## src/rtl/mux_arb_2x1_pkg.sv

```systemverilog
// Shared select encoding for the 2:1 arbiter and downstream consumers of out_sel.
// Optional burst locking is enabled with MUX_ARB_BURST_EN (see mux_arb_2x1).
package mux_arb_pkg;

  typedef logic sel_t;

  localparam sel_t SEL_A = 1'b0;
  localparam sel_t SEL_B = 1'b1;

  // Round-robin pick: a tie goes to whichever source did not win last time.
  function automatic sel_t rr_pick(input logic a_vld, input logic b_vld, input sel_t last_sel);
    if (a_vld && b_vld) return sel_t'(~last_sel);
    else if (b_vld)     return SEL_B;
    else                return SEL_A;
  endfunction

endpackage

```

## src/rtl/mux_arb_2x1_if.sv

```systemverilog
// Handshake bundle between two producers, the arbiter and one consumer.
// Last-beat signals exist only when MUX_ARB_BURST_EN is defined.
interface mux_arb_2x1_if #(parameter int W = 8);
  import mux_arb_pkg::*;

  logic         a_valid;
  logic [W-1:0] a_data;
  logic         a_ready;
  logic         b_valid;
  logic [W-1:0] b_data;
  logic         b_ready;
  logic         out_valid;
  logic [W-1:0] out_data;
  sel_t         out_sel;
  logic         out_ready;
`ifdef MUX_ARB_BURST_EN
  logic         a_last;
  logic         b_last;
  logic         out_last;

  modport master (
    output a_valid, a_data, a_last, b_valid, b_data, b_last, out_ready,
    input  a_ready, b_ready, out_valid, out_data, out_sel, out_last
  );
  modport slave (
    input  a_valid, a_data, a_last, b_valid, b_data, b_last, out_ready,
    output a_ready, b_ready, out_valid, out_data, out_sel, out_last
  );
`else
  modport master (
    output a_valid, a_data, b_valid, b_data, out_ready,
    input  a_ready, b_ready, out_valid, out_data, out_sel
  );
  modport slave (
    input  a_valid, a_data, b_valid, b_data, out_ready,
    output a_ready, b_ready, out_valid, out_data, out_sel
  );
`endif

endinterface

```

## src/rtl/mux_arb_2x1_mux.sv

```systemverilog
// One-bit 2:1 mux slice of the arbiter payload datapath; sel=0 picks a_i.
module mux_2x1
  import mux_arb_pkg::*;
(
  input  logic a_i,
  input  logic b_i,
  input  sel_t sel_i,
  output logic y_o
);

  assign y_o = (sel_i == SEL_B) ? b_i : a_i;

endmodule

```

## src/rtl/mux_arb_2x1.sv

```systemverilog
// Two-input round-robin arbiter with a single registered output entry; accept at N -> out_valid at N+1.
// MUX_ARB_BURST_EN adds last-beat signals and holds the grant for the length of a burst.
module mux_arb_2x1
  import mux_arb_pkg::*;
#(
  parameter int W = 8
) (
  input  logic         clk,
  input  logic         rst,
  mux_arb_2x1_if.slave bus
);

  logic         out_valid_q, out_valid_d;
  logic [W-1:0] out_data_q,  out_data_d;
  sel_t         out_sel_q,   out_sel_d;
  sel_t         last_sel_q,  last_sel_d;
  logic         load_ok;
  logic         grant_vld;
  sel_t         grant;
  logic         accept;
  logic         lock;
  logic [W-1:0] mux_dat;

`ifdef MUX_ARB_BURST_EN
  logic lock_q,     lock_d;
  logic out_last_q, out_last_d;
  logic beat_last;

  assign lock         = lock_q;
  assign bus.out_last = out_last_q;
  assign beat_last    = (grant == SEL_B) ? bus.b_last : bus.a_last;
`else
  assign lock = 1'b0;
`endif

  // A locked grant only serves its own source; the other input waits.
  always_comb begin
    load_ok = !out_valid_q || bus.out_ready;
    if (lock) begin
      grant     = last_sel_q;
      grant_vld = (last_sel_q == SEL_B) ? bus.b_valid : bus.a_valid;
    end else begin
      grant     = rr_pick(bus.a_valid, bus.b_valid, last_sel_q);
      grant_vld = bus.a_valid || bus.b_valid;
    end
    accept = load_ok && grant_vld;
  end

  assign bus.a_ready = accept && (grant == SEL_A);
  assign bus.b_ready = accept && (grant == SEL_B);

  for (genvar i = 0; i < W; i++) begin : g_mux
    mux_2x1 u_mux (
      .a_i   (bus.a_data[i]),
      .b_i   (bus.b_data[i]),
      .sel_i (grant),
      .y_o   (mux_dat[i])
    );
  end

  always_comb begin
    out_valid_d = out_valid_q;
    out_data_d  = out_data_q;
    out_sel_d   = out_sel_q;
    last_sel_d  = last_sel_q;
`ifdef MUX_ARB_BURST_EN
    lock_d      = lock_q;
    out_last_d  = out_last_q;
`endif
    if (accept) begin
      out_valid_d = 1'b1;
      out_data_d  = mux_dat;
      out_sel_d   = grant;
      last_sel_d  = grant;
`ifdef MUX_ARB_BURST_EN
      lock_d      = !beat_last;
      out_last_d  = beat_last;
`endif
    end else if (bus.out_ready) begin
      out_valid_d = 1'b0;
    end
  end

  always_ff @(posedge clk) begin
    if (rst) begin
      out_valid_q <= 1'b0;
      out_data_q  <= '0;
      out_sel_q   <= SEL_A;
      last_sel_q  <= SEL_B;
`ifdef MUX_ARB_BURST_EN
      lock_q      <= 1'b0;
      out_last_q  <= 1'b0;
`endif
    end else begin
      out_valid_q <= out_valid_d;
      out_data_q  <= out_data_d;
      out_sel_q   <= out_sel_d;
      last_sel_q  <= last_sel_d;
`ifdef MUX_ARB_BURST_EN
      lock_q      <= lock_d;
      out_last_q  <= out_last_d;
`endif
    end
  end

  assign bus.out_valid = out_valid_q;
  assign bus.out_data  = out_data_q;
  assign bus.out_sel   = out_sel_q;

endmodule

```

## src/flat_wrapper.sv

```systemverilog
// flat-port wrapper written by rule: the top's interface ports become plain ports
module mux_arb_2x1_flat import mux_arb_pkg::*;
#(
  parameter int W = 8
)
  (clk, rst, bus_a_valid, bus_a_data, bus_b_valid, bus_b_data, bus_out_ready, bus_a_ready, bus_b_ready, bus_out_valid, bus_out_data, bus_out_sel);
  mux_arb_2x1_if #(.W(W)) bus_i ();
  input  logic clk;
  input  logic rst;
  input wire logic [$bits(bus_i.a_valid)-1:0] bus_a_valid;
  input wire logic [$bits(bus_i.a_data)-1:0] bus_a_data;
  input wire logic [$bits(bus_i.b_valid)-1:0] bus_b_valid;
  input wire logic [$bits(bus_i.b_data)-1:0] bus_b_data;
  input wire logic [$bits(bus_i.out_ready)-1:0] bus_out_ready;
  output wire logic [$bits(bus_i.a_ready)-1:0] bus_a_ready;
  output wire logic [$bits(bus_i.b_ready)-1:0] bus_b_ready;
  output wire logic [$bits(bus_i.out_valid)-1:0] bus_out_valid;
  output wire logic [$bits(bus_i.out_data)-1:0] bus_out_data;
  output wire logic [$bits(bus_i.out_sel)-1:0] bus_out_sel;
  assign bus_i.a_valid = bus_a_valid;
  assign bus_i.a_data = bus_a_data;
  assign bus_i.b_valid = bus_b_valid;
  assign bus_i.b_data = bus_b_data;
  assign bus_i.out_ready = bus_out_ready;
  assign bus_a_ready = bus_i.a_ready;
  assign bus_b_ready = bus_i.b_ready;
  assign bus_out_valid = bus_i.out_valid;
  assign bus_out_data = bus_i.out_data;
  assign bus_out_sel = bus_i.out_sel;
  mux_arb_2x1 #(.W(W)) u_core (.clk(clk), .rst(rst), .bus(bus_i));
endmodule
```

## config.mk

```make
export PLATFORM = sky130hd
export DESIGN_NAME = mux_arb_2x1_flat
export DESIGN_NICKNAME = d
export VERILOG_FILES = /design/src/rtl/mux_arb_2x1_pkg.sv /design/src/rtl/mux_arb_2x1_if.sv /design/src/rtl/mux_arb_2x1_mux.sv /design/src/rtl/mux_arb_2x1.sv /design/src/flat_wrapper.sv
export SDC_FILE = /design/constraint.sdc
export NUM_CORES = 1
export LEC_CHECK = 0
export BUFFER_PORTS_ARGS = -buffer_cell sky130_fd_sc_hd__buf_2
export CAP_MARGIN = 15
export CORE_UTILIZATION = 36
export CTS_CLUSTER_SIZE = 30
export DETAILED_ROUTE_END_ITERATION = 8
export HOLD_SLACK_MARGIN = 0.12
export PLACE_DENSITY_LB_ADDON = 0.3
export SYNTH_ARGS = -nofsm -noshare
export SYNTH_HDL_FRONTEND = slang
export SYNTH_SLANG_ARGS = --single-unit
```

## constraint.sdc

```tcl
create_clock -name clk -period 1 [get_ports clk]
set_input_delay 0.15 -clock clk [delete_from_list [all_inputs] [get_ports clk]]
set_output_delay 0.15 -clock clk [all_outputs]
set_load 0.1 [all_outputs]
```

Word-level counts from Yosys, hierarchy flattened
Cells that the tools add are included.
{ "op_classes": {"mux": 12, "bitwise": 2, "n_reduce_logical": 8} }
{ "ops": {"columns": ["cell", "count"], "rows": [
  ["2-to-1 mux 1 bit", 12],
  ["logical AND 1 bit", 4],
  ["logical OR 1 bit", 2],
  ["inverter 1 bit", 2],
  ["nonzero test 2 bit", 1],
  ["logical NOT 1 bit", 1]
]} }
{ "word_totals": {"elab_cells": 26, "register_bits": 11, "out_inout_bits": 12} }

Logic depth before layout (Yosys ltp)
Gate-level depths: netlist of run 1.
{ "logic_depth": {"depth_word": 4, "mapped_depth": 4, "ltp_nobuf": 3} }

Hierarchy
From an unflattened synthesis of run 1, not the netlist that was laid out.
{ "unflattened": {"cells_unflattened": 60, "area_unflattened_um2": 661.9} }
{ "by_module_without_submodules": {"columns": ["module", "n_inst", "area_each_um2", "cells_each"], "rows": [
  ["mux_arb_2x1", 1, 541.8, 52],
  ["mux_2x1", 8, 15.0, 1]
]} }

Least setup slack after synthesis of run 1
No wires, ideal clock.
{ "synth_path": {"kind": "register to output", "from": "register u_core.out_valid_q (netlist: u_core.bus.out_valid)", "to": "output port bus_a_ready", "arrival_ns": 1.829, "path_buffers": 1, "stages_incl_launch_ff": 4, "setup_slack_ns": -0.979, "t_required_ns": 0.850, "cell_sequence": "dfxtp_1 -> nand2b_4 -> buf_4 -> and3_1"} }
{ "synth_via": {"elab_chain_len": 4} }
{ "synth_rtl": {"columns": ["element", "line_no", "source"], "rows": [
  ["start: declaration", "mux_arb_2x1.sv:13", "logic out_valid_q, out_valid_d;"],
  ["start signal: assignment", "mux_arb_2x1.sv:95", "out_valid_q <= out_valid_d;"],
  ["logical NOT 1 bit", "mux_arb_2x1.sv:38", "load_ok = !out_valid_q || bus.out_ready;"],
  ["logical OR 1 bit", "mux_arb_2x1.sv:38", null],
  ["logical AND 1 bit", "mux_arb_2x1.sv:46", "accept = load_ok && grant_vld;"],
  ["logical AND 1 bit", "mux_arb_2x1.sv:49", "assign bus.a_ready = accept && (grant == SEL_A);"],
  ["end: declaration", "flat_wrapper.sv:15", "output wire logic [$bits(bus_i.a_ready)-1:0] bus_a_ready;"]
]} }
Every way passes these cells.

Final worst setup path of run 1
Same ends and word-level chain as after synthesis.

==> results.cfg, run 1 <==
[hold_path]
hold_class = in2reg
hold_end = u_core.bus.out_data[0]
min_from = bus_a_data[0]
worstHoldPathCells = 3

[grt]
overflow = 0
grt_start_max_net_pins = 12
grt_pass1_wl_um = 2630
antenna_found_initial = 0
grt_use_total = 0.247
grt_pass1_vias = 596

[synthesis]
synth_area_leader_cell = dfxtp_1
synth-seq-cells = 11
synth_compound_area_frac = 0.224
synthTopCellsByArea = dfxtp_1 41%, nand4_1 19%, a31oi_1 9.3%
synth.yosys.seq_area_share = 0.410
yosys_warnings = 0
yosys.area_share.adder = 0
synthSimpleGateAreaFrac = 0.277
synth_cells = 63
synth.area.mux_share = 0
syn_nets = 84
synth_top_family_by_area = simple AND/OR/NAND/NOR gates
synth_xor_xnor_area_share = 0
synth_top_cell_area_share = 0.410
syn_area_per_cell_um2 = 8.52
syn_area_um2 = 537
synthDistinctLibCells = 18

[route]
ant_nets = 0
drc_errors = 0
drtIter0Drc = 16
route.vias.total = 702
wl_per_cell_um = 15.3
drt_first_pass_iters = 4
drt-total-wl_um = 1870
avgViaCountPerCell = 5.75

[pwr]
power_density_nw_per_um2 = 1400
power.leakage_nw = 0.455
p_total_mw = 1.51
ir_worst_vdd_mv = 1.03

[clocking]
numCtsBuffers = 3
clk_pin_slew_ns = 0.07
cts_hold_buf = 0
h-tree-depth = 1
cts_sinks = 11
clock_path_buffers = 2
cts_tree = yes
cts_root_buf = clkbuf_4
clock_latency_ns = 0.27

[timing]
fin_setup_tns_ns = -1.33
grt_setup_unrepaired = yes
hold_viol = 0
layout_setup_ws_ns = -0.250
setup_viol = 10
max_freq_ghz = 0.800
fin_crit_sh = 1.25
fin_skew_ns = 0.00219
slew_headroom = 0.836
tightestPinTransition_ns = 0.245
drv_slew = 0
min_period_ns = 1.25

[die]
dieArea_um2 = 1650
start_util = 0.398
ios = 33
die_w_um = 40.6
core-area_um2 = 1350
dieHeight_um = 40.6
rows = 13

[placed_design]
gp_congestion = 0.790
portBuffers = 32
dp_hpwl_um = 1180

[setup_path]
start_kind = flop
critPathMaxStageDelay_ns = 0.35
cp_top_family = flip-flops
rr_startpoint = u_core.bus.out_valid
reg2regPathDepth = 6
critPathSlowestCell = dfxtp_4
cp_num_buf_inv = 1
cp.arrival_ns = 1.10
r2r_slack_ns = -0.14
r2r-end = u_core.bus.out_data[7]
crit_fanout = 4
crit_type = reg2out
critPathRequiredTime_ns = 0.85
critPathCaptureType = primary output
worstPathCellList = nand2b_4, and3_4, buf_12

[run_status]
status = finished, violations left
violations = negative setup slack

[final_layout]
final_net_count = 129
mostFrequentLayoutCell = buf_2
layout_common_cells = 20 x buf_2, 16 x nand4_1, 12 x buf_12
drive_gt1_frac = 0.654
syn2layout_area_growth_pct = 101
final_util = 0.801
diodes = 0

[run]
cap_violations = 0
[layout make-up]
cell class,count,area (um2)
Timing Repair Buffer,45,464
Multi-Input combinational cell,45,324
Fill cell,96,269
Sequential cell,11,236
Clock buffer,4,26.3
Tap cell,15,18.8
Inverter,2,11.3
[worst max path at each step]
stage | start | endpoint | slack (ns) | cells past startpoint
5_1_grt | u_core.last_sel_q | bus_a_ready | -0.28 | 3
4_1_cts | u_core.last_sel_q | bus_b_ready | -0.24 | 4
6_report | u_core.bus.out_valid | bus_a_ready | -0.25 | 3
2_1_floorplan | u_core.bus.out_valid | bus_b_ready | -0.40 | 4
3_3_place_gp | u_core.bus.out_valid | bus_a_ready | 0.01 | 3
3_5_place_dp | u_core.bus.out_valid | u_core.bus.out_data[6] | -0.01 | 4
[timing repair]
item	CTS	global route
endpoints found under the setup margin	9	14
gates cloned	1	1
gates resized for setup	7	10
buffers inserted	3	1
pin swaps	3	14
[metal layers]
metal	global-route usage	wire length [um]
met5	0	0
met4	0.117	48
met3	0.0978	156
met2	0.421	922
met1	0.263	741
[registers in the layout, indices dropped and copies added, names as in the netlist]
name,count
u_core.bus.out_valid,1
u_core.bus.out_data,8
u_core.last_sel_q,1
u_core.bus.out_sel,1
[kinds of logic after synthesis]
kind of cell,Yosys count
buf+inv,8
flops,11
compound gates,21
simple gates,23
[where the power goes]
part	switching (mW)	total [mW]	internal, mW
Sequential	0.0355	0.515	0.480
Combinational	0.417	0.690	0.273
Clock	0.152	0.307	0.155
Total	0.604	1.51	0.908
[Yosys cell counts]
cell type,number
a21oi_1,3
a311o_1,1
a31oi_1,8
and2b_1,1
and3_1,1
buf_2,2
buf_4,2
buf_6,1
clkbuf_1,1
dfxtp_1,11
inv_1,2
nand2_1,1
nand2b_1,1
nand2b_4,1
nand3_1,1
nand4_1,16
nor2_2,1
o21ai_0,9
[worst register-to-register path: cells and delay by family (launching register included)]
family | cells | cell delay [ns]
buffers and inverters | 3 | 0.33
AOI/OAI and AO/OA | 1 | 0.18
DFF | 1 | 0.35
and+or+nand+nor | 2 | 0.21
[metrics by stage]
step	setup WS [ns]	hold slack, ns	area, um2	instances
final	-0.250	0.142	1080	122
after global routing	-0.277	0.152	1080	122
after CTS	-0.236	0.141	1030	120
after detailed placement	-0.0148	0.426	950	112
after global placement	0.0125	0.417	950	112
after floorplan	-0.400	0.256	574	63
Note: power is estimated with default switching activity, not from simulation.
==> inputs of run 2 (changes only) <==
Settings changed: CORE_AREA set to 2 2 39 41, CORE_UTILIZATION 36 to not set, DIE_AREA set to 0 0 41 43.
Clock period 1 ns to 1.5 ns, I/O delays scaled along.
==> results.cfg, run 2 (synthesis results as in run 1) <==
[timing]
setup_viol = 0
fin_skew_ns = 0.00436
max_freq_ghz = 0.719
fin_setup_tns_ns = 0
hold_viol = 0
drv_slew = 0
layout_setup_ws_ns = 0.108
slew_headroom = 0.679
tightestPinTransition_ns = 0.484
fin_crit_sh = 0.928
grt_setup_unrepaired = no
min_period_ns = 1.39

[setup_path]
critPathRequiredTime_ns = 1.27
cp.arrival_ns = 1.17
reg2regPathDepth = 3
crit_type = reg2out
crit_fanout = 3
critPathCaptureType = primary output
start_kind = flop

[final_layout]
num-fill-cells = 130
syn2layout_area_growth_pct = 43.6
diodes = 0
drive_gt1_frac = 0.458
layout_common_cells = 30 x buf_2, 16 x nand4_1, 10 x dfxtp_1
largest_reg_flops = 8
mostFrequentLayoutCell = buf_2
final_net_count = 118

[die]
core-area_um2 = 1380
ios = 33
rows = 14
die_w_um = 41
start_util = 0.388
dieHeight_um = 43
dieArea_um2 = 1760

[clocking]
clock_latency_ns = 0.27
cts_sinks = 11
numCtsBuffers = 3
cts_tree = yes
post_cts_resized = 0
cts_hold_buf = 0
clk_pin_slew_ns = 0.08
h-tree-depth = 1
post_cts_buffers = 0
cts_root_buf = clkbuf_4
clock_path_buffers = 2

[run_status]
status = finished, final reports clean

[route]
drt_first_pass_iters = 4
avgViaCountPerCell = 5.55
drt-total-wl_um = 1510
drc_errors = 0
route.vias.total = 622
ant_nets = 0
drtIter0Drc = 13
wl_per_cell_um = 13.5

[grt]
grt_use_total = 0.183
antenna_found_initial = 0
grt_start_max_net_pins = 22
grt_pass1_vias = 506
grt_pass1_wl_um = 2240
overflow = 0

[pwr]
p_total_mw = 0.879
ir_worst_vdd_mv = 0.488
power.leakage_nw = 0.341
power_density_nw_per_um2 = 1140

[placed_design]
dp_hpwl_um = 1000
portBuffers = 32
place_ws_ns = 0.296
gp_congestion = 0.737

[hold_path]
hold_class = in2reg
worstHoldPathCells = 3

[run]
cap_violations = 0
-- run 2: layout make-up --
| cell class | instances | area (um2) | area share |
|---|---|---|---|
| Clock buffer | 4 | 26.3 | 0.0341 |
| Inverter | 2 | 11.3 | 0.0146 |
| Multi-Input combinational cell | 45 | 284 | 0.369 |
| Sequential cell | 11 | 224 | 0.291 |
| Tap cell | 16 | 20.0 | 0.0260 |
| Timing Repair Buffer | 34 | 205 | 0.266 |
-- run 2: through the flow --
| step | std cells | cell area (um2) | utilization | hold WS (ns) |
|---|---|---|---|---|
| 5_1_grt | 112 | 771 | 0.557 | 0.220 |
| 4_1_cts | 111 | 762 | 0.551 | 0.224 |
| 2_1_floorplan | 63 | 554 | - | 0.331 |
| 3_3_place_gp | 107 | 736 | 0.532 | 0.465 |
| 3_5_place_dp | 107 | 736 | 0.532 | 0.470 |
| 6_report | 112 | 771 | 0.557 | 0.221 |
-- run 2: worst max-delay path, cell delays in order (launching register included) --
cell and delay, ns:
dfxtp_1 0.33, nand2b_1 0.16, and3_2 0.24, buf_12 0.16
-- run 2: routing by layer --
metal	GRT usage	vias to the layer above	wire (um)
met5	0	-	0
met4	0.0800	0	12
li1	-	320	-
met1	0.270	275	695
met2	0.244	25	689
met3	0.0471	2	114
-- run 2: worst paths after layout --
check	slack, ns	to	start
worst max-delay path	0.11	bus_a_ready	u_core.last_sel_q
worst min-delay path	0.22	u_core.bus.out_data[2]	bus_b_data[2]
worst max register to register	0.45	u_core.bus.out_data[3]	u_core.bus.out_valid
worst min register to register	0.49	u_core.bus.out_sel	u_core.bus.out_sel
-- run 2: report_power, final --
group	switching, mW	internal [mW]
Clock	0.110	0.103
Combinational	0.256	0.0828
Sequential	0.0121	0.315
Total	0.378	0.500
